`config.mk`:
```
export PLATFORM = sky130hd
export DESIGN_NAME = count_sched
export DESIGN_NICKNAME = d
export VERILOG_FILES = /design/src/rtl/count_sched_pkg.sv /design/src/rtl/count_sched_arb.sv /design/src/rtl/count_sched.sv
export SDC_FILE = /design/constraint.sdc
export NUM_CORES = 1
export LEC_CHECK = 0
export BUFFER_PORTS_ARGS = -buffer_cell sky130_fd_sc_hd__buf_4
export CAP_MARGIN = 25
export CORE_MARGIN = 2
export CORE_UTILIZATION = 35
export CTS_CLUSTER_DIAMETER = 40
export DETAILED_ROUTE_END_ITERATION = 8
export GPL_ROUTABILITY_DRIVEN = 0
export GPL_TIMING_DRIVEN = 0
export PLACE_DENSITY_LB_ADDON = 0.08
export SLEW_MARGIN = 20
export SYNTH_ARGS = -nofsm -noshare
export SYNTH_HDL_FRONTEND = slang
export SYNTH_SLANG_ARGS = --single-unit
export TNS_END_PERCENT = 30
```
`constraint.sdc`:
```
create_clock -name clk -period 4.1 [get_ports clk]
set_input_delay 0.82 -clock clk [delete_from_list [all_inputs] [get_ports clk]]
set_output_delay 0.82 -clock clk [all_outputs]
set_load 0.01 [all_outputs]
```
`src/rtl/count_sched_pkg.sv`:
```
// rtl/count_sched_pkg.sv - shared types, constants and helpers for the count_sched interval scheduler
//
// Contents:
//   sched_state_t  : FSM state encoding (IDLE, LOAD, RUN, DONE), 2 bits
//   MAX_NUM_REQ    : upper bound on requesters; sizes index and pointer fields
//   IDX_W          : width of a requester index
//   onehot_to_idx  : converts a one-hot vector to a binary index
package count_sched_pkg;

    typedef enum logic [1:0] {
        IDLE = 2'd0,
        LOAD = 2'd1,
        RUN  = 2'd2,
        DONE = 2'd3
    } sched_state_t;

    localparam int MAX_NUM_REQ = 8;
    localparam int IDX_W       = $clog2(MAX_NUM_REQ);

    // OR-reduction encoder; exact only for one-hot or all-zero inputs.
    function automatic logic [IDX_W-1:0] onehot_to_idx(input logic [MAX_NUM_REQ-1:0] oh);
        logic [IDX_W-1:0] idx;
        idx = '0;
        for (int i = 0; i < MAX_NUM_REQ; i++) begin
            if (oh[i]) begin
                idx = idx | IDX_W'(i);
            end
        end
        return idx;
    endfunction

endpackage

```
`src/rtl/count_sched_arb.sv`:
```
// rtl/count_sched_arb.sv - rotating-priority arbiter for the shared interval counter
//
// Module sched_arb (purely combinational).
// Ports:
//   req    in  NUM_REQ  pending requests
//   ptr    in  IDX_W    last winner; the search begins at ptr+1 and wraps modulo NUM_REQ
//   winner out NUM_REQ  one-hot winner, zero when no request is pending
// Holding ptr at NUM_REQ-1 gives fixed priority with requester 0 highest.
module sched_arb
    import count_sched_pkg::*;
#(
    parameter int NUM_REQ = 4
) (
    input  logic [NUM_REQ-1:0] req,
    input  logic [IDX_W-1:0]   ptr,
    output logic [NUM_REQ-1:0] winner
);

    logic found;

    always_comb begin
        winner = '0;
        found  = 1'b0;
        // Visit candidates in rotated order; the first pending one wins.
        for (int off = 1; off <= NUM_REQ; off++) begin
            for (int j = 0; j < NUM_REQ; j++) begin
                if (!found && req[j] && (j == (int'(ptr) + off) % NUM_REQ)) begin
                    winner[j] = 1'b1;
                    found     = 1'b1;
                end
            end
        end
    end

endmodule

```
`src/rtl/count_sched.sv`:
```
// rtl/count_sched.sv - time-multiplexed interval counter shared by several requesters
//
// Optional feature macro: COUNT_SCHED_RR_EN (round-robin arbitration; fixed priority if undefined).
// Ports:
//   clk        in  1                     system clock, rising edge
//   rst        in  1                     asynchronous active-high reset
//   req        in  NUM_REQ               level request per requester, held until its done pulse
//   req_val    in  NUM_REQ*NUM_CNT_BITS  terminal value per requester, slice i at [i*NUM_CNT_BITS +: NUM_CNT_BITS]
//   tick       in  1                     count qualifier
//   grant      out NUM_REQ               one-hot counter owner, zero when idle
//   done       out NUM_REQ               one-hot one-cycle completion pulse
//   busy       out 1                     counter owned
//   count_out  out NUM_CNT_BITS          current counter value
module count_sched
    import count_sched_pkg::*;
#(
    parameter int NUM_REQ      = 4,
    parameter int NUM_CNT_BITS = 8
) (
    input  logic                            clk,
    input  logic                            rst,
    input  logic [NUM_REQ-1:0]              req,
    input  logic [NUM_REQ*NUM_CNT_BITS-1:0] req_val,
    input  logic                            tick,
    output logic [NUM_REQ-1:0]              grant,
    output logic [NUM_REQ-1:0]              done,
    output logic                            busy,
    output logic [NUM_CNT_BITS-1:0]         count_out
);

    sched_state_t              state;
    logic [NUM_REQ-1:0]        grant_q;
    logic [NUM_REQ-1:0]        done_q;
    logic [NUM_REQ-1:0]        winner;
    logic [NUM_CNT_BITS-1:0]   count_q;
    logic [NUM_CNT_BITS-1:0]   val_q;
    logic [NUM_CNT_BITS-1:0]   sel_val;
    logic [NUM_CNT_BITS-1:0]   count_inc;
    logic                      owner_req;

`ifdef COUNT_SCHED_RR_EN
    logic [IDX_W-1:0] ptr;
`else
    localparam logic [IDX_W-1:0] ptr = IDX_W'(NUM_REQ - 1);
`endif

    sched_arb #(
        .NUM_REQ (NUM_REQ)
    ) u_arb (
        .req    (req),
        .ptr    (ptr),
        .winner (winner)
    );

    // Terminal value of the current owner, selected by the one-hot grant.
    always_comb begin
        sel_val = '0;
        for (int j = 0; j < NUM_REQ; j++) begin
            if (grant_q[j]) begin
                sel_val = req_val[j*NUM_CNT_BITS +: NUM_CNT_BITS];
            end
        end
    end

    // Owner still requesting; a drop during LOAD or RUN cancels the interval.
    assign owner_req = |(req & grant_q);
    assign count_inc = count_q + 1'b1;

    always_ff @(posedge clk or posedge rst) begin
        if (rst) begin
            state   <= IDLE;
            grant_q <= '0;
            done_q  <= '0;
            count_q <= '0;
            val_q   <= '0;
`ifdef COUNT_SCHED_RR_EN
            ptr     <= IDX_W'(NUM_REQ - 1);
`endif
        end else begin
            done_q <= '0;
            case (state)
                IDLE: begin
                    if (|req) begin
                        state   <= LOAD;
                        grant_q <= winner;
                        count_q <= '0;
                    end
                end
                LOAD: begin
                    if (!owner_req) begin
                        state   <= IDLE;
                        grant_q <= '0;
                        count_q <= '0;
                    end else begin
                        state <= RUN;
                        // Zero would never be reached after an increment; run one tick instead.
                        val_q <= (sel_val == '0) ? NUM_CNT_BITS'(1) : sel_val;
`ifdef COUNT_SCHED_RR_EN
                        ptr   <= onehot_to_idx(MAX_NUM_REQ'(grant_q));
`endif
                    end
                end
                RUN: begin
                    // Cancel takes precedence over a completion on the same edge.
                    if (!owner_req) begin
                        state   <= IDLE;
                        grant_q <= '0;
                        count_q <= '0;
                    end else if (tick) begin
                        count_q <= count_inc;
                        if (count_inc == val_q) begin
                            state  <= DONE;
                            done_q <= grant_q;
                        end
                    end
                end
                DONE: begin
                    state   <= IDLE;
                    grant_q <= '0;
                end
                default: begin
                    state   <= IDLE;
                    grant_q <= '0;
                end
            endcase
        end
    end

    assign grant     = grant_q;
    assign done      = done_q;
    assign busy      = (state != IDLE);
    assign count_out = count_q;

endmodule
```
**Yosys cells after proc, flatten, opt, wreduce, memory -nomap -nowiden**

Index checks and enable logic that the tools add are counted.

- $add $sub $neg: 1
- Eq/ne operators: 9
- Multiplexer cells: 29
- Bitwise operators: 1
- Reductions and logical operators: 17

Operator list:

| operator | number |
|---|---|
| two-way mux 8 bit | 9 |
| two-way mux 4 bit | 6 |
| one-hot mux 8 bit (3 select lines) | 1 |
| one-hot mux 4 bit (3 select lines) | 1 |
| two-way mux 2 bit | 5 |
| adder 8 x 1 -> 8 bit (second input constant) | 1 |
| equality test 8 bit | 1 |
| logical NOT 8 bit | 1 |
| one-hot mux 2 bit (4 select lines) | 1 |
| OR reduction 4 bit | 2 |
| two-way mux 1 bit | 6 |
| != test 2 bit (second input constant) | 3 |
| != test 3 bit (second input constant) | 2 |
| bitwise AND 4 bit | 1 |
| equality test 2 bit (second input constant) | 2 |
| AND reduction 2 bit | 2 |
| AND reduction 4 bit | 1 |
| logical AND 1 bit | 3 |
| logical NOT 1 bit | 3 |
| AND reduction 3 bit | 1 |
| nonzero test 3 bit | 1 |
| equality test 2 x 1 -> 1 bit (second input constant) | 1 |
| logical NOT 2 bit | 1 |
| nonzero test 2 bit | 1 |
| OR reduction 2 bit | 1 |

- Register bits: 26
- Input bits: 39
- Logic and storage cells: 62

**Logic depth before layout (Yosys ltp)**

- Word-level depth: 12
- Mapped depth: 9
- Gate-level depth less buffers: 7

**Modules after synthesis**

Synthesis repeated with hierarchy kept, for this count alone.

- Cell total of the unflattened synthesis: 233
- Area, all modules: 1963.1 µm²

By module, submodules not included:

| module | instances | cells each | area each (µm²) | seq. area each (µm²) |
|---|---|---|---|---|
| count_sched | 1 | 216 | 1858.0 | 650.6 |
| sched_arb | 1 | 17 | 105.1 | 0.0 |

**Worst setup path before layout**

No wires, ideal clock.

- Path kind: register to register
- From: reg count_q[0], in the netlist count_out[0]
- To: reg state[1]
- Library setup time: 128 ps
- Arrival time: 1964 ps
- Data required time: 3972 ps
- Setup slack: 2008 ps
- Cell stages (with the launch flop): 8
- Period minus slack after synthesis: 2092 ps
- Cells stage by stage: dfrtp_1 ha_1 xor2_1 xnor2_1 nand4_1 or4_4 nor3_1 o22ai_1

- Word-level cells in the longest chain between the ends: 4

RTL lines:

| what | line | source |
|---|---|---|
| start: declaration | count_sched.sv:35 | `logic [NUM_CNT_BITS-1:0] count_q;` |
| start signal: assignment | count_sched.sv:110 | `count_q <= count_inc;` |
| adder 8 x 1 -> 8 bit | count_sched.sv:67 | `assign count_inc = count_q + 1'b1;` |
| equality test 8 bit | count_sched.sv:111 | `if (count_inc == val_q) begin` |
| != test 3 bit (no line) | n/a |  |
| AND reduction 3 bit (no line) | n/a |  |
| end signal: assignment | count_sched.sv:71 | `state <= IDLE;` |
| end signal: assignment | count_sched.sv:112 | `state <= DONE;` |
| end signal: assignment | count_sched.sv:118 | `state <= IDLE;` |
| end: declaration | count_sched.sv:31 | `sched_state_t state;` |

No other way between the ends.
A chain may end at the register's enable or synchronous reset.

**Worst setup path in the final report**

- From: reg count_q[0], in the netlist count_out[0]
- To: reg done_q[0], in the netlist done[0]

- Word-level cells in the longest chain between the ends: 6

RTL lines:

| what | line | source |
|---|---|---|
| adder 8 x 1 -> 8 bit | count_sched.sv:67 |  |
| equality test 8 bit | count_sched.sv:111 |  |
| two-way mux 4 bit | count_sched.sv:111 |  |
| two-way mux 4 bit | count_sched.sv:109 | `end else if (tick) begin` |
| two-way mux 4 bit | count_sched.sv:105 | `if (!owner_req) begin` |
| two-way mux 4 bit | count_sched.sv:81 | `case (state)` |
| end signal: assignment | count_sched.sv:113 | `done_q <= grant_q;` |
| end: declaration | count_sched.sv:33 | `logic [NUM_REQ-1:0] done_q;` |

No other way between the ends.

==> results.md <==
- Pin count of the biggest net entering global routing: 16
- Sequential share of power: between 30% and 40%
- Worst-Margin Slew: 0.634 ns
- Setup TNS: 0 ns
- Synth top area share: a little under two fifths
- Die footprint: 0.00559 sq mm
- Post-Route Skew: roughly 0.0026 ns
- List of most frequent post-synthesis cells: 26 x dfrtp_1, 21 x nand2_1, 19 x o21ai_0
- Avg Cell Area, Syn: between 8 and 9 sq um
- Final cell area excluding filler cells: about 0.0023 sq mm
- CP Cell Sequence: ha_1 > xor2_1 > xnor2_1 > nand4_1 > or4_4 > nor3_2 > and2_1
- Die X: 74.7 microns
- Io pins: 56
- Post-Syn Instances: ~200
- Total track usage: 16.8%
- CP Data Arrival Time: 2.58 ns
- First-pass GRT wire length: 7.25 mm
- Vias in the first global route: approximately 1,500
- Port Buffers: 55
- ANT nets after route: 0
- Final hold violations: 0
- Post-synth top area cell: dfrtp_1
- Total CTS buffers: 3
- Initial DRC Count: between 80 and 90
- F_max: approximately 420 MHz
- Detailed placement HPWL: around 3.5 mm
- Power share of the clock group: 17.2%
- Sw frac: 38.4%
- Core area: 0.00479 sq mm
- CTS-repair resized insts: 0
- Synth warn: 0
- Post-Route WL: 4.33 mm
- Status: finished, final reports clean
- Overflow after GRT: 0
- Slew HR: 57.5%
- Number of core rows: 25
- Period utilization: 57.8%
- Clk pin slew, worst setup/hold paths: 0.09 ns
- Vias: between 1,500 and 2,000
- Cts hold-fix bufs: 0
- Drc violations: 0
- Netlist cell types: 49
- Synth-to-Final Area Change: 32.4%
- Crit Path Class: flip-flop to flip-flop
- CTS Sinks: 26
- Slew Limit Fails: 0
- Crit path max fanout: 7
- Cell Area, Synth: 0.00175 sq mm
- Synthesized flop and latch total: 26
- Core Util, Final: 48.4%
- Post-DR wirelength/cell: approximately 13 microns
- Final setup vio count: 0
- Main synth FF type: dfrtp_1
- Initial antenna violation count: 0
- CP startpoint kind: flip-flop
- Post-synthesis sequential area ratio: 37.1%
- Die height: roughly 75 microns
- Leak: 0.00107 uW
- CTS tree: yes
- Vias per inst: 5.09
- Initial Utilization: 36.6%
- Pwr dens: roughly 420 mW/mm^2
- Slowest stage delay, CP: 0.59 ns
- Initial DRT Pass Iterations: 4
- Max Cap Violations: 0
- Switching power: roughly 380 uW
- Post-synth EDFFs: 0
- CTS Buffer Depth: 2
- Min Tclk post-route: 2.37 ns
- P_int: between 600 and 700 uW
- Logic gate share of total power: 46.7%
- Mapped Nets: 247
- RSZ-0062 raised after global routing: no
- Layout cells sized above 1: 28.6%
- Critical-path top delay cell: or4_4
- Hold Crit Class: flip-flop to flip-flop
- Synth area leaders: dfrtp_1 37%, o21ai_0 5.4%, nand2_1 4.5%
- H-tree Lvls: 1
- Number of antenna diodes: 0
- Clock latency on the worst-skew pair: 0.27 ns
- Dpl cell area: between 0.002 and 0.0025 sq mm
- Count leader, synth: dfrtp_1
- # nets final: approximately 310
- Root buffer cell: clkbuf_8
- Postcts setup bufs: 0
- Req. time, crit path: 4.31 ns
- CP endpoint kind: flip-flop
- Async SR Flop Fraction: 100%
- Peak supply drop: 169 uV
## worst paths after layout
check                      slack (ns)  endpoint  depth (start not counted)          from
setup / recovery                 1.73   done[0]                          7  count_out[0]
hold / removal                   0.51  val_q[0]                          2      val_q[0]
setup reg to reg                 1.73   done[0]                          7  count_out[0]
hold reg to reg                  0.51  val_q[0]                          2      val_q[0]
max in group asynchronous        3.01   done[2]                          3           rst
min in group asynchronous        0.61   done[1]                          2           rst
## logic make-up after synthesis
| kind of cell | share of synthesized area [%] |
|---|---|
| fa+ha+maj | 4.29 |
| buf+inv | 4.86 |
| simple gates | 21.1 |
| mux | 1.79 |
| xor+xnor | 5.00 |
| compound gates | 25.9 |
| flops | 37.1 |
## registers in the layout (all words and copies together) (netlist names)
register	flops
grant	4
val_q	8
done	4
count_out	8
state	2
## routing by layer
metal	GRT usage, %	vias up	routed length, microns
li1	-	860	-
met1	23.3	764	2090
met2	26.7	46	1970
met3	3.35	4	236
met4	4.37	0	38
met5	0	-	0
## power groups by stage
stage               Clock (uW)  Combinational [uW]  Sequential (uW)
finish                     169                 460              355
detailed placement           0                 465              359
CTS                        175                 465              356
global placement             0                 460              360
floorplan                    0                 331              349
global route               186                 525              365
## critical path, delay by kind of cell, from the launching register on
family / cells / cell delay (ns)
xor gates and xnor gates: 2 / 0.35
adders and majority gates: 1 / 0.33
DFF: 1 / 0.50
and+or+nand+nor: 4 / 1.14
## cell usage in the layout (no fill, tap or decap), drive strengths merged, types with 3 or more instances in the layout
| cell | netlist | layout |
|---|---|---|
| nand2 | 22 | 22 |
| a221o | 4 | 4 |
| nor2 | 16 | 16 |
| nand4 | 4 | 4 |
| dfrtp | 26 | 26 |
| nand2b | 3 | 3 |
| o41ai | 4 | 4 |
| nand3 | 3 | 3 |
| a21oi | 9 | 9 |
| o21ai | 19 | 19 |
| inv | 12 | 12 |
| a22oi | 6 | 6 |
| xnor2 | 6 | 6 |
| clkbuf | 4 | 8 |
| o31ai | 4 | 4 |
| nor2b | 4 | 4 |
| buf | 5 | 61 |
| nor4 | 3 | 3 |
| ha | 6 | 6 |
| nor3 | 6 | 6 |
| xor2 | 4 | 4 |
| nand3b | 3 | 3 |
| and2 | 4 | 4 |
## area by class of cell
type	instances	area, sq um
plain buffers	9	40.0
fillers	478	2470
flip-flops and latches	26	651
clock buffers	4	55.1
multi-input cells	155	1020
repair buffers	56	428
inverters	12	45.0
well taps	67	83.8
## through the flow
step | setup slack [ns] | cells | hold slack, ns | power [uW]
final | 1.73 | 329 | 0.506 | 983
after global routing | 1.56 | 329 | 0.575 | 1080
after CTS | 1.70 | 329 | 0.514 | 996
after detailed placement | 1.71 | 325 | 0.492 | 825
after global placement | 1.72 | 324 | 0.485 | 820
after floorplan | 2.01 | 202 | 0.469 | 679
(Power assumes the default switching activity.)
